--- config.mk ---
export PLATFORM = sky130hd
export DESIGN_NAME = cv32e40p_x_result
export DESIGN_NICKNAME = d
export VERILOG_FILES = /design/src/rtl/cv32e40p_x_pkg.sv /design/src/rtl/cv32e40p_x_result_fifo.sv /design/src/rtl/cv32e40p_x_result.sv
export SDC_FILE = /design/constraint.sdc
export NUM_CORES = 1
export LEC_CHECK = 0
export ABC_AREA = 1
export BUFFER_PORTS_ARGS = -buffer_cell sky130_fd_sc_hd__buf_2
export CAP_MARGIN = 20
export CELL_PAD_IN_SITES_DETAIL_PLACEMENT = 1
export CELL_PAD_IN_SITES_GLOBAL_PLACEMENT = 2
export CORE_ASPECT_RATIO = 1.4
export CORE_UTILIZATION = 35
export DETAILED_ROUTE_END_ITERATION = 7
export GPL_TIMING_DRIVEN = 0
export PLACE_DENSITY = 0.94
export SLEW_MARGIN = 20
export SYNTH_ARGS = -nofsm -noshare
export SYNTH_HDL_FRONTEND = slang
export SYNTH_SLANG_ARGS = --single-unit
--- constraint.sdc ---
create_clock -name clk_i -period 5.53 [get_ports clk_i]
set_input_delay 0.2765 -clock clk_i [delete_from_list [all_inputs] [get_ports clk_i]]
set_output_delay 0.2765 -clock clk_i [all_outputs]
set_load 0.03 [all_outputs]
--- src/rtl/cv32e40p_x_pkg.sv ---
// Shared types and constants for the coprocessor result path.
// The result buffer entry carries the destination register and its data.
package cv32e40p_x_pkg;

    localparam int X_RESULT_DEPTH = 2;

    typedef struct packed {
        logic [4:0]  rd;
        logic [31:0] data;
    } x_result_t;

endpackage

--- src/rtl/cv32e40p_x_result_fifo.sv ---
// Result buffer storage: DEPTH-entry FIFO with wrapping pointers and an occupancy count.
// Push while full and pop while empty are ignored, so the buffer can neither overflow nor underflow.
module cv32e40p_x_result_fifo
    import cv32e40p_x_pkg::*;
#(
    parameter int DEPTH = X_RESULT_DEPTH
) (
    input  logic      clk,
    input  logic      rst,
    input  logic      push,
    input  logic      pop,
    input  x_result_t wdata,
    output x_result_t rdata,
    output logic      full,
    output logic      empty
);

    localparam int PTR_W = $clog2(DEPTH);
    localparam int CNT_W = PTR_W + 1;

    x_result_t          mem_r [DEPTH];
    logic [PTR_W-1:0]   wr_ptr_r;
    logic [PTR_W-1:0]   rd_ptr_r;
    logic [CNT_W-1:0]   count_r;
    logic               push_ok_s;
    logic               pop_ok_s;

    assign full      = (count_r == CNT_W'(DEPTH));
    assign empty     = (count_r == {CNT_W{1'b0}});
    assign push_ok_s = push & ~full;
    assign pop_ok_s  = pop & ~empty;
    assign rdata     = mem_r[rd_ptr_r];

    // Entry storage; contents are only meaningful below the count, so no reset is needed.
    always_ff @(posedge clk) begin
        if (push_ok_s) begin
            mem_r[wr_ptr_r] <= wdata;
        end
    end

    // Pointer and occupancy tracking; power-of-two depth makes pointer wrap implicit.
    always_ff @(posedge clk or posedge rst) begin
        if (rst) begin
            wr_ptr_r <= {PTR_W{1'b0}};
            rd_ptr_r <= {PTR_W{1'b0}};
            count_r  <= {CNT_W{1'b0}};
        end else begin
            if (push_ok_s) begin
                wr_ptr_r <= wr_ptr_r + PTR_W'(1);
            end
            if (pop_ok_s) begin
                rd_ptr_r <= rd_ptr_r + PTR_W'(1);
            end
            case ({push_ok_s, pop_ok_s})
                2'b10:   count_r <= count_r + CNT_W'(1);
                2'b01:   count_r <= count_r - CNT_W'(1);
                default: count_r <= count_r;
            endcase
        end
    end

endmodule

--- src/rtl/cv32e40p_x_result.sv ---
// Coprocessor result interface: buffers accepted results and retires them in order on
// register-file write port B whenever the core leaves that port free.
module cv32e40p_x_result
    import cv32e40p_x_pkg::*;
#(
    parameter int DEPTH = X_RESULT_DEPTH
) (
    input  logic        clk_i,
    input  logic        rst_i,
    input  logic        x_result_valid_i,
    output logic        x_result_ready_o,
    input  logic [4:0]  x_result_rd_i,
    input  logic [31:0] x_result_data_i,
    input  logic        x_result_we_i,
    input  logic        wb_free_i,
    output logic        x_rf_we_o,
    output logic [4:0]  x_rf_waddr_o,
    output logic [31:0] x_rf_wdata_o,
    output logic        x_rvalid_o,
    output logic [4:0]  x_rwaddr_o,
    output logic        x_result_pending_o
);

    x_result_t push_entry_s;
    x_result_t head_s;
    logic      full_s;
    logic      empty_s;
    logic      push_s;
    logic      pop_s;

    // Ready depends only on buffer state; results without a write are accepted and dropped.
    assign x_result_ready_o   = ~full_s;
    assign x_result_pending_o = ~empty_s;
    assign push_s             = x_result_valid_i & x_result_ready_o & x_result_we_i;
    assign pop_s              = ~empty_s & wb_free_i;
    assign push_entry_s.rd    = x_result_rd_i;
    assign push_entry_s.data  = x_result_data_i;

    cv32e40p_x_result_fifo #(
        .DEPTH (DEPTH)
    ) u_fifo (
        .clk   (clk_i),
        .rst   (rst_i),
        .push  (push_s),
        .pop   (pop_s),
        .wdata (push_entry_s),
        .rdata (head_s),
        .full  (full_s),
        .empty (empty_s)
    );

    // Port-B write and scoreboard clear; x0 still clears its scoreboard bit but never writes.
    always_comb begin
        x_rf_we_o    = 1'b0;
        x_rf_waddr_o = 5'd0;
        x_rf_wdata_o = 32'd0;
        x_rvalid_o   = 1'b0;
        x_rwaddr_o   = 5'd0;
        if (pop_s) begin
            x_rf_we_o    = (head_s.rd != 5'd0);
            x_rf_waddr_o = head_s.rd;
            x_rf_wdata_o = head_s.data;
            x_rvalid_o   = 1'b1;
            x_rwaddr_o   = head_s.rd;
        end else begin
            x_rf_we_o    = 1'b0;
            x_rvalid_o   = 1'b0;
        end
    end

endmodule
* Word-level counts from Yosys, hierarchy flattened
Memories as Yosys holds them, arrays and structs flattened.
Index checks and enable logic that the tools add are counted.
** Cells by class
- Equality and inequality tests :: 3
- Bitwise operators :: 7
- Reduce and logical (&&, ||, !) cells :: 3
- Add/subtract/negate cells :: 4
- Mux-type cells :: 7
** Operators by type and width (number)
- $mux W32 :: 1
- $and A1 B1 Y1 :: 5
- $mux W5 :: 1
- $reduce_bool A5 Y1 :: 1
- $eq A2 B2 Y1 const B :: 2
- $mux W1 :: 4
- $pmux W2 S2 :: 1
- $add A1 B1 Y1 const B :: 2
- $add A2 B1 Y2 const B :: 1
- $eq A2 B1 Y1 const B :: 1
- $logic_not A2 Y1 :: 1
- $not A1 Y1 :: 2
- $reduce_bool A2 Y1 :: 1
- $sub A2 B1 Y2 const B :: 1
** Storage, ports and cells
- Memory bits (writable) :: 74
- Register bits after elaboration :: 4
- Logic and storage cells :: 28
- Memories :: 1
- Bits of input ports :: 42
** Memory list
- u_fifo.mem_r :: words 2, bits a word 37, rd ports 1, clocked after memory_dff 0, write ports 1, RTL line cv32e40p_x_result_fifo.sv:21 : x_result_t mem_r [DEPTH];

* Logic depth before layout (Yosys ltp)
- Depth after elaboration :: 7
- Mapped depth :: 9
- Gate-level depth less buffers :: 8

* By module
From an unflattened synthesis, not the netlist that was laid out.
** Second synthesis, totals
- Cell total of the unflattened synthesis :: 320
- Area total of the unflattened synthesis :: 3552.2 um2
** Modules (own cells, without submodules)
- cv32e40p_x_result_fifo :: cells each 226, times used 1, area an instance 2985.4 um2, sequential area each 2322.2 um2
- cv32e40p_x_result :: cells each 94, times used 1, area an instance 566.8 um2, sequential area each 0.0 um2

* Worst setup path before layout
No wires, ideal clock.
- Path type :: register -> register
- Start :: register u_fifo.count_r[0]
- End :: memory u_fifo.mem_r[0][0] in the netlist's numbering, enable pin
- Setup slack :: 2610 ps
- Arrival time :: 2489 ps
- Clock period less this slack :: 2920 ps
- Stages on the path, launching flop included :: 5
- Data required time :: 5099 ps
- Setup time :: 431 ps
- Path through :: dfrtp_1 -> inv_2 -> nand2_1 -> nand3_1 -> nor2_1
** Between the ends
- Word-level cells in the longest chain between the ends :: 7
** Ends and longest elaborated chain
- from (decl) :: RTL line cv32e40p_x_result_fifo.sv:24 : logic [CNT_W-1:0] count_r;
- from (signal assigned) :: RTL line cv32e40p_x_result_fifo.sv:46 : count_r <= {CNT_W{1'b0}};
- from (signal assigned) :: RTL line cv32e40p_x_result_fifo.sv:55 : 2'b10: count_r <= count_r + CNT_W'(1);
- from (signal assigned) :: RTL line cv32e40p_x_result_fifo.sv:56 : 2'b01: count_r <= count_r - CNT_W'(1);
- $eq A2 B2 Y1 * :: RTL line cv32e40p_x_result_fifo.sv:28 : assign full = (count_r == CNT_W'(DEPTH));
- $not A1 Y1 * :: RTL line cv32e40p_x_result.sv:32 : assign x_result_ready_o = ~full_s;
- via x_result_ready_o :: RTL line cv32e40p_x_result.sv:11 : output logic x_result_ready_o,
- $and A1 B1 Y1 (2 in a row) :: RTL line cv32e40p_x_result.sv:34 : assign push_s = x_result_valid_i & x_result_ready_o & x_result_we_i;
- $and A1 B1 Y1 * :: RTL line cv32e40p_x_result_fifo.sv:30 : assign push_ok_s = push & ~full;
- $mux W1 * :: RTL line cv32e40p_x_result_fifo.sv:36 : if (push_ok_s) begin
- $mux W1 (implied by the code) * :: RTL line cv32e40p_x_result_fifo.sv:37 : mem_r[wr_ptr_r] <= wdata;
- to (decl) :: RTL line cv32e40p_x_result_fifo.sv:21
The timed path passes the listed nets; every way through them passes the cells marked *.

* Final worst setup path
- Start :: register u_fifo.count_r[0]
- End :: memory u_fifo.mem_r[0][14] in the netlist's numbering, enable pin
** Between the ends
- Word-level cells in the longest chain between the ends :: 7
** Ends and longest elaborated chain (RTL line)
- $eq A2 B2 Y1 * :: cv32e40p_x_result_fifo.sv:28
- $not A1 Y1 * :: cv32e40p_x_result_fifo.sv:30, cv32e40p_x_result.sv:32
- $and A1 B1 Y1 (2 in a row) :: cv32e40p_x_result.sv:34
- $and A1 B1 Y1 * :: cv32e40p_x_result_fifo.sv:30
- $mux W1 * :: cv32e40p_x_result_fifo.sv:36
- $mux W1 (implied by the code) * :: cv32e40p_x_result_fifo.sv:37
Every way passes the cells marked *; elsewhere a longest branch is shown, timed or not.

==> impl_results.md <==
- Dpl hpwl: 4.88 mm
- Vias in the first global route: 2231
- Synth cell types: 18
- Failing checks: DRC
- Routability-driven placement congestion ratio: 0.800
- Utilization after layout: a little under half
- Asr flop ratio synth: 5.13%
- Resize count post-CTS: 0
- H-tree depth: 3
- DP Cell Count: 499
- Logic pwr share: about two fifths
- Sequential share of power: between 30% and 40%
- RSZ-0062 raised after global routing: no
- Tightest Pin Transition: ~650 ps
- Clock share of power: around 24%
- Root buffer cell: clkbuf_16
- Grt ovf: 0
- Final std cells w/o fill: 516
- Pre-antenna DRT Iters: 6
- Site Rows: just over 40
- Die area: 9770 um2
- Die W: around 84 um
- Post-Synthesis Cells: 303
- Fillers: 1048
- Switching share of power: 39.2%
- Initial drt markers: 111
- Starting Density: 36.1%
- Sequential area share after synthesis: 70.8%
- ANT nets after route: 0
- Via count: roughly 2300
- ANT cells: 0
- PortBufs: 87
- Power Dens Cells: roughly 510 nW/um2
- Req. time, crit path: roughly 5600 ps
- Vias per cell: 4.41
- Post CTS Setup Buffer Count: 0
- Leakage: 0.00211 uW
- DRC: 6
- Max Transition Viols Final: 0
- Final wirelength: 6.79 mm
- Rel. slew slack: 56.3%
- Ports: approximately 90
- Status: finished with violations
- Total power: 2130 uW
- Nets: 447
- Internal: 1290 uW
- Synthesis-to-finish area growth: 27.7%
- Critical Path End Type: register
- First-pass GRT wire length: 10.5 mm
- Post-Route Setup TNS: 0 ps
- Final setup violating endpoints: 0
- Clock skew: 3.83 ps
- Largest cells by area after synthesis: edfxtp_1 (68%), nand2_1 (16%), inv_1 (4.8%), dfrtp_1 (3.1%), buf_4 (1.6%)
- Net switching power: 834 uW
- Total CTS buffers: 9
- CP Class: reg2reg
- Most common flop cell mapped by yosys: edfxtp_1
- Most area-hungry cell type in the Yosys netlist: edfxtp_1
- Period Utilization, post-route: between 30% and 40%
- F_max: 513 MHz
- Final hold violation count: 0
- Yosys warns: 0
- Share of layout cells above drive strength 1: 30.6%
- Synth top area share: 67.8%
- Worst Hold Class: in2reg
- CTS sink count: 78
- Largest net degree at the start of global routing: 20
- Post-layout min period: between 1500 and 2000 ps
- CTS tree: done
- WL/cell: 13.2 um
- Peak VDD IR: 0.000312 V
- Post-synth EDFFs: 74
- Synthesized flop and latch total: 78
- Hold_buf cts: 1
- Worst Path Arrival: 1980 ps
- Chip height: 117 um
- Core ar.: 9080 um2
- Commonest cells in the netlist: nand2_1 (142), edfxtp_1 (74), inv_1 (42)
- Syn nets: 346
- Maximum clock path buffer count: 2
- Max_cap viols: 0
- Syn_area_per_cell: 10.8 um2
- Top-count cell post-synth: nand2_1
- GRT Resource Usage Total: 14.6%
- Mapped cell area: approximately 3300 um2
- Clock latency on the worst-skew pair: 330 ps
- Critical Path Fanout Max: 19
- Initial antenna violation count: 0
- Reg clk slew, reported paths: 60 ps
- Startpoint class of the critical path: register
## placed cells by master, fill, tap and decap left out
master / instances
clkinv_4: 2
xnor2_1: 1
clkinv_2: 2
dfrtp_1: 4
nor2_1: 7
o21ai_1: 2
nand2_4: 2
inv_2: 3
ha_1: 1
a21oi_1: 1
nand2_1: 142
or2_2: 1
buf_4: 7
buf_16: 2
nand3_1: 2
edfxtp_1: 74
nor2_4: 2
clkbuf_16: 9
clkbuf_1: 2
buf_2: 92
buf_6: 3
clkinv_1: 2
inv_1: 42
xor2_1: 3
dlygate4sd3_1: 1
## registers in the layout, summed over array words and instances, names as in the netlist
name,cells
u_fifo.rd_ptr_r,1
u_fifo.count_r,2
u_fifo.wr_ptr_r,1
u_fifo.mem_r,74
## per-stage QoR
stage / hold WS, ps / instance area, um2 / setup WS, ps
floorplan: 42.6 / 3280 / 2610
global placement: 162 / 3850 / 1870
detailed placement: 183 / 3920 / 3560
CTS: 116 / 4190 / 3550
global route: 124 / 4190 / 3430
finish: 133 / 4190 / 3580
## worst paths after layout
kind	from	endpoint	slack (ps)	cells past startpoint
max in group asynchronous	rst_i	u_fifo.wr_ptr_r	4970	3
worst min register to register	u_fifo.count_r[0]	u_fifo.count_r[0]	520	1
worst max register to register	u_fifo.count_r[0]	u_fifo.mem_r[0][14]	3580	5
min in group asynchronous	rst_i	u_fifo.count_r[1]	390	3
worst min-delay path	x_result_data_i[18]	u_fifo.mem_r[0][18]	130	1
worst max-delay path	u_fifo.count_r[0]	u_fifo.mem_r[0][14]	3580	5
## logic make-up (layout without fill, tap and decap cells)
family	Yosys count	after routing	synth area share, %
simple gates	156	156	18.5
flops	78	78	70.8
buf+inv	61	167	8.81
xor+xnor	4	4	1.07
compound gates	3	3	0.458
fa+ha+maj	1	1	0.381
## power groups by stage
| stage | Combinational [uW] | Clock (uW) | Sequential, uW |
|---|---|---|---|
| floorplan | 606 | 0 | 776 |
| global placement | 819 | 0 | 782 |
| detailed placement | 863 | 0 | 782 |
| CTS | 868 | 527 | 771 |
| global route | 933 | 547 | 776 |
| finish | 846 | 515 | 769 |
## metal layers
metal  vias up  routed length, um  track usage, %
met5         -                  0               0
met4         0                147            9.89
met3         8                202            2.19
met2        45               3710            26.6
met1      1080               2730            15.9
li1       1145                  -               -
## critical path: stages, from the launching register on
cell and delay [ps]:
dfrtp_1 400, inv_2 70, nand2_1 70, nand3_1 250
nor2_4 600, buf_16 240
## cell type report
class | count | area (um2) | share of cell area [%]
inverters | 46 | 178 | 4.24
multi-input cells | 164 | 683 | 16.3
clock buffers | 11 | 233 | 5.56
repair buffers | 90 | 500 | 12.0
well taps | 107 | 134 | 3.20
plain buffers | 15 | 111 | 2.66
clock inverters | 5 | 26.3 | 0.627
flip-flops and latches | 78 | 2320 | 55.5
No activity file was read; power rests on OpenSTA's default activity.
